===== src/rtl/dmem_responder.sv =====
// dmem_responder: multi-cycle data memory for the MEM stage.
// Accepts a load or store in IDLE, stalls the pipeline for LATENCY busy
// cycles, then pulses ready_o (and err_o for rejected accesses) for one cycle.
module dmem_responder #(
    parameter int DEPTH_WORDS = 32,
    parameter int LATENCY     = 2,
    parameter int CNT_W       = 4
) (
    input  logic        clk_i,
    input  logic        rst_i,
    input  logic        Memory_read_i,
    input  logic        Memory_write_i,
    input  logic [31:0] address_i,
    input  logic [31:0] write_data_i,
    output logic [31:0] read_data_o,
    output logic        ready_o,
    output logic        stall_o,
    output logic        err_o
);

    localparam int ADDR_W = $clog2(DEPTH_WORDS * 4);
    localparam int IDX_W  = ADDR_W - 2;

    localparam logic [1:0] IDLE = 2'd0;
    localparam logic [1:0] BUSY = 2'd1;
    localparam logic [1:0] DONE = 2'd2;

    logic [1:0]       state;
    logic [CNT_W-1:0] cnt;
    logic [IDX_W-1:0] idx;
    logic [31:0]      data;
    logic             is_write;
    logic             is_bad;
    logic             request;
    logic             reject;
    logic             finish;

    logic [31:0] mem [DEPTH_WORDS];

    // Request decode, rejection rules and the combinational pipeline stall.
    always_comb begin
        request = Memory_read_i | Memory_write_i;
        reject  = (address_i[1:0] != 2'b00)
               || (address_i >= 32'(DEPTH_WORDS * 4))
               || (Memory_read_i && Memory_write_i);
        finish  = (state == BUSY) && (cnt == '0);
        stall_o = ((state == IDLE) && request) || (state == BUSY);
    end

    // Control FSM: latch the access, count down the latency, report completion.
    always_ff @(posedge clk_i) begin
        if (rst_i) begin
            state       <= IDLE;
            cnt         <= '0;
            idx         <= '0;
            data        <= '0;
            is_write    <= 1'b0;
            is_bad      <= 1'b0;
            read_data_o <= '0;
            ready_o     <= 1'b0;
            err_o       <= 1'b0;
        end else begin
            ready_o <= finish;
            err_o   <= finish & is_bad;
            case (state)
                IDLE: begin
                    if (request) begin
                        idx      <= address_i[ADDR_W-1:2];
                        data     <= write_data_i;
                        is_write <= Memory_write_i;
                        is_bad   <= reject;
                        cnt      <= CNT_W'(LATENCY - 1);
                        state    <= BUSY;
                    end
                end
                BUSY: begin
                    if (cnt != '0) begin
                        cnt <= cnt - CNT_W'(1);
                    end else begin
                        state <= DONE;
                        if (is_bad) begin
                            read_data_o <= '0;
                        end else if (!is_write) begin
                            read_data_o <= mem[idx];
                        end
                    end
                end
                DONE: begin
                    state <= IDLE;
                end
                default: begin
                    state <= IDLE;
                end
            endcase
        end
    end

    // Storage write on the completing edge; contents survive reset.
    always_ff @(posedge clk_i) begin
        if (!rst_i && finish && is_write && !is_bad) begin
            mem[idx] <= data;
        end
    end

endmodule

===== config.mk =====
export PLATFORM = sky130hd
export DESIGN_NAME = dmem_responder
export DESIGN_NICKNAME = d
export VERILOG_FILES = /design/src/rtl/dmem_responder.sv
export SDC_FILE = /design/constraint.sdc
export NUM_CORES = 1
export LEC_CHECK = 0
export BUFFER_PORTS_ARGS = -buffer_cell sky130_fd_sc_hd__clkbuf_2
export CORE_MARGIN = 4
export CORE_UTILIZATION = 62
export DETAILED_ROUTE_END_ITERATION = 12
export PLACE_DENSITY = 0.79
export REMOVE_ABC_BUFFERS = 1
export SLEW_MARGIN = 10
export SYNTH_ARGS = -nofsm -noshare
export SYNTH_HDL_FRONTEND = slang
export SYNTH_SLANG_ARGS = --single-unit

===== constraint.sdc =====
create_clock -name clk_i -period 4.28 [get_ports clk_i]
set_input_delay 0.214 -clock clk_i [delete_from_list [all_inputs] [get_ports clk_i]]
set_output_delay 0.214 -clock clk_i [all_outputs]
set_load 0.03 [all_outputs]

==> results.py <==
metrics = {
    "pwr": {
        "p_leak_nw": 15.28,
        "post-layout-total-power_w": 0.02395,
        "p_sw_w": 0.005509,
        "power_density_mw_per_mm2": 497.2,
        "power_frac_comb": 0.091,
        "pwr-share-clk": 0.395,
        "vdd.ir_drop.worst_uv": 448.9,
        "p_seq_frac": 0.514,
        "cellInternalPower_w": 0.01844,
        "swShare": 0.2300,
    },
    "synthesis": {
        "synth_top_area_frac": 0.7300,
        "synth_common_cells": "edfxtp_1 (1024), mux4_2 (225), mux2i_1 (136), nand2_1 (110), dfxtp_1 (84)",
        "synth.area.top_cells": "edfxtp_1 (73%), mux4_2 (12%), dfxtp_1 (4.0%)",
        "synthCells": 2061,
        "synth_most_common_cell": "edfxtp_1",
        "ys_seq_elements": 1108,
        "yosys.area.top_type": "edfxtp_1",
        "yosysSeqAreaShare": 0.7699,
        "synthFlopType": "edfxtp_1",
        "ys_async_sr_fraction": 0,
        "syn-cell-area_mm2": 0.04212,
        "ys.warnings.count": 0,
        "synth-edff-count": 1024,
        "syn-mean-instance-area_um2": 20.44,
        "synth.distinct_cells": 47,
    },
    "layout": {
        "nets": 2345,
        "layout-drive-gt1-share": 0.2757,
        "syn2layout_area_growth_pct": 14.35,
        "seq_area_mm2": 0.03245,
        "nFillCells": 3690,
        "multi_input_area_mm2": 0.009366,
    },
    "die": {
        "ios": 103,
        "initial_core_util": 0.6261,
        "core-area_mm2": 0.06728,
        "rows": 95,
        "die_w_um": 268.7,
        "die_area_mm2": 0.07218,
        "die_h_um": 268.7,
    },
    "sta": {
        "relSlewSlack": 0.1322,
        "period_share": 0.8012,
        "skew_ns": 0.02840,
        "fmax_mhz": 291.6,
        "finalSetupViolCount": 0,
        "tightest_slew_ns": 1.302,
        "finalHoldViolations": 0,
        "hold-worst-slack_ns": 0.04061,
        "rsz0062_at_grt": "no",
        "period_minus_slack_ns": 3.429,
        "drv_slew": 0,
    },
    "worst_hold_path": {
        "holdCritPathClass": "in -> reg",
    },
    "drt": {
        "drc": 0,
        "first_pass_iters": 6,
        "wirelength_mm": 103.7,
        "num_vias": 21987,
        "avgRoutedWirePerCell_um": 32.04,
        "drtAntennaViolNets": 0,
        "drt_iter0_drc": 3371,
        "via_per_inst": 6.797,
    },
    "clock_tree": {
        "tritoncts": "built",
        "postCtsSetupRepairBufs": 0,
        "clk_latency_ns": 0.66,
        "cts_hold_buf": 39,
        "clockBufferDepth": 3,
        "cts-resized-gates": 0,
        "htreeDepth": 3,
        "clkTransAtPathRegs_ns": 0.07,
        "clock_sinks": 1108,
        "cts_made_buffers": 105,
        "clockRootBuffer": "clkbuf_16",
    },
    "grt": {
        "grt_pass1_vias": 22544,
        "gr-usage-met3": 0.06305,
        "grt.busiest_layer": "met2",
        "use_met1": 0.4327,
        "grtUsageMet2": 0.4602,
        "antenna_found_initial": 1,
        "grt_overflow_total": 0,
        "grt_usage": 0.2951,
        "grt_max_degree": 75,
        "grt_pass1_wl_mm": 153.6,
    },
    "place": {
        "gp_congestion": 0.8342,
        "place_hpwl_mm": 59.25,
        "io_buffers": 102,
    },
    "setup_path": {
        "critPathMaxFanout": 18,
        "crit_buf_inv": 2,
        "critPathRequiredTime_ns": 4.61,
        "endpoint_kind": "register",
        "critPathLaunchType": "register",
        "slowest_delay_ns": 0.66,
        "critical_path.top_delay_family": "simple AND/OR/NAND/NOR gates",
        "path_cells": "inv_1 > ha_1 > or3b_1 > nor3_1 > and3b_1 > nand3_1 > nor2_4 > buf_4",
        "slowest_stage": "nor2_4",
        "worstPathArrival_ns": 3.75,
        "critPathKind": "reg -> reg",
    },
    "outcome": {
        "status": "finished, final reports clean",
    },
    "job": {
        "maxCapViolations": 0,
    },
}
[cell usage in the layout (no fill, tap or decap), types with 5 or more instances in the layout]
cell	instances
o22ai_1	5
nand2_1	110
nor2_1	51
edfxtp_1	1024
nand2b_1	5
clkbuf_1	21
clkbuf_2	101
buf_4	74
a2111oi_0	7
mux4_2	225
clkbuf_8	20
nor2b_1	5
clkinv_1	11
nor2_4	32
a221oi_1	23
dfxtp_1	73
clkbuf_16	105
nor4_1	13
inv_6	5
a211oi_1	26
dlygate4sd3_1	39
buf_12	13
and3_1	25
mux2_2	23
o211ai_1	23
nor3_1	6
clkinv_2	17
mux2i_1	136
o31ai_1	5
bufinv_16	12
o21ai_0	30
dfxtp_2	8
a21oi_1	47
[flip-flops by register name, indices dropped and copies added (netlist names), named ones only]
name         cells
ready_o          1
state            2
read_data_o     32
is_bad           1
cnt              4
err_o            1
mem           1024
data            32
is_write         1
idx              5
[layer usage]
layer | share of wire | vias to the layer above
li1 | - | 8883
met1 | 0.37 | 11257
met2 | 0.48 | 1629
met3 | 0.12 | 218
met4 | 0.031 | 0
met5 | 0 | -
[through the flow]
| stage | setup slack [ns] | cell area, µm² | TNS [ns] | util | cells |
|---|---|---|---|---|---|
| 3_3_place_gp | 0.9660 | 44240 | 0 | 0.6575 | 3002 |
| 4_1_cts | 0.8679 | 48160 | 0 | 0.7158 | 3234 |
| 3_5_place_dp | 0.9164 | 44240 | 0 | 0.6575 | 3002 |
| 2_1_floorplan | -5.849 | 41540 | -169.72 | - | 1941 |
| 5_1_grt | 0.6906 | 48160 | 0 | 0.7159 | 3234 |
| 6_report | 0.8507 | 48170 | 0 | 0.7160 | 3235 |
[power by group through the flow]
stage          logic, W  clock network (W)  registers, W
2_1_floorplan   0.00126                  0        0.0128
3_3_place_gp    0.00203                  0        0.0125
3_5_place_dp    0.00208                  0        0.0125
4_1_cts         0.00215            0.00952        0.0123
5_1_grt         0.00228             0.0100        0.0123
6_report        0.00217            0.00947        0.0123
[kinds of logic after synthesis]
| logic type | after synthesis | share of synthesized area |
|---|---|---|
| simple gates | 262 | 0.02768 |
| flops | 1108 | 0.7699 |
| buf+inv | 123 | 0.01408 |
| mux | 384 | 0.1588 |
| compound gates | 180 | 0.02855 |
| fa+ha+maj | 2 | 0.0005940 |
| xor+xnor | 2 | 0.0004159 |
[path summary, 6_finish.rpt]
kind	from	end	slack, ns	cells after the start
max	cnt[0]	mem[27][25]	0.85	8
min	address_i[23]	is_bad	0.04	5
max reg2reg	cnt[0]	mem[27][25]	0.85	8
min reg2reg	data[18]	data[18]	0.47	2
[tightest hold or removal path, stage by stage]
cell and delay [ns]:
clkbuf_2 0.08, nor4_1 0.04, nand4_1 0.06, nor3_1 0.06
a211oi_1 0.19
[final cells by class]
class,instances,area share
Antenna cell,1,0.00005195
Clock buffer,146,0.06190
Clock inverter,47,0.01140
Inverter,3,0.0002338
Multi-Input combinational cell,830,0.1945
Sequential cell,1108,0.6737
Tap cell,873,0.02268
Timing Repair Buffer,227,0.03554
No activity file was read; power rests on OpenSTA's default activity.
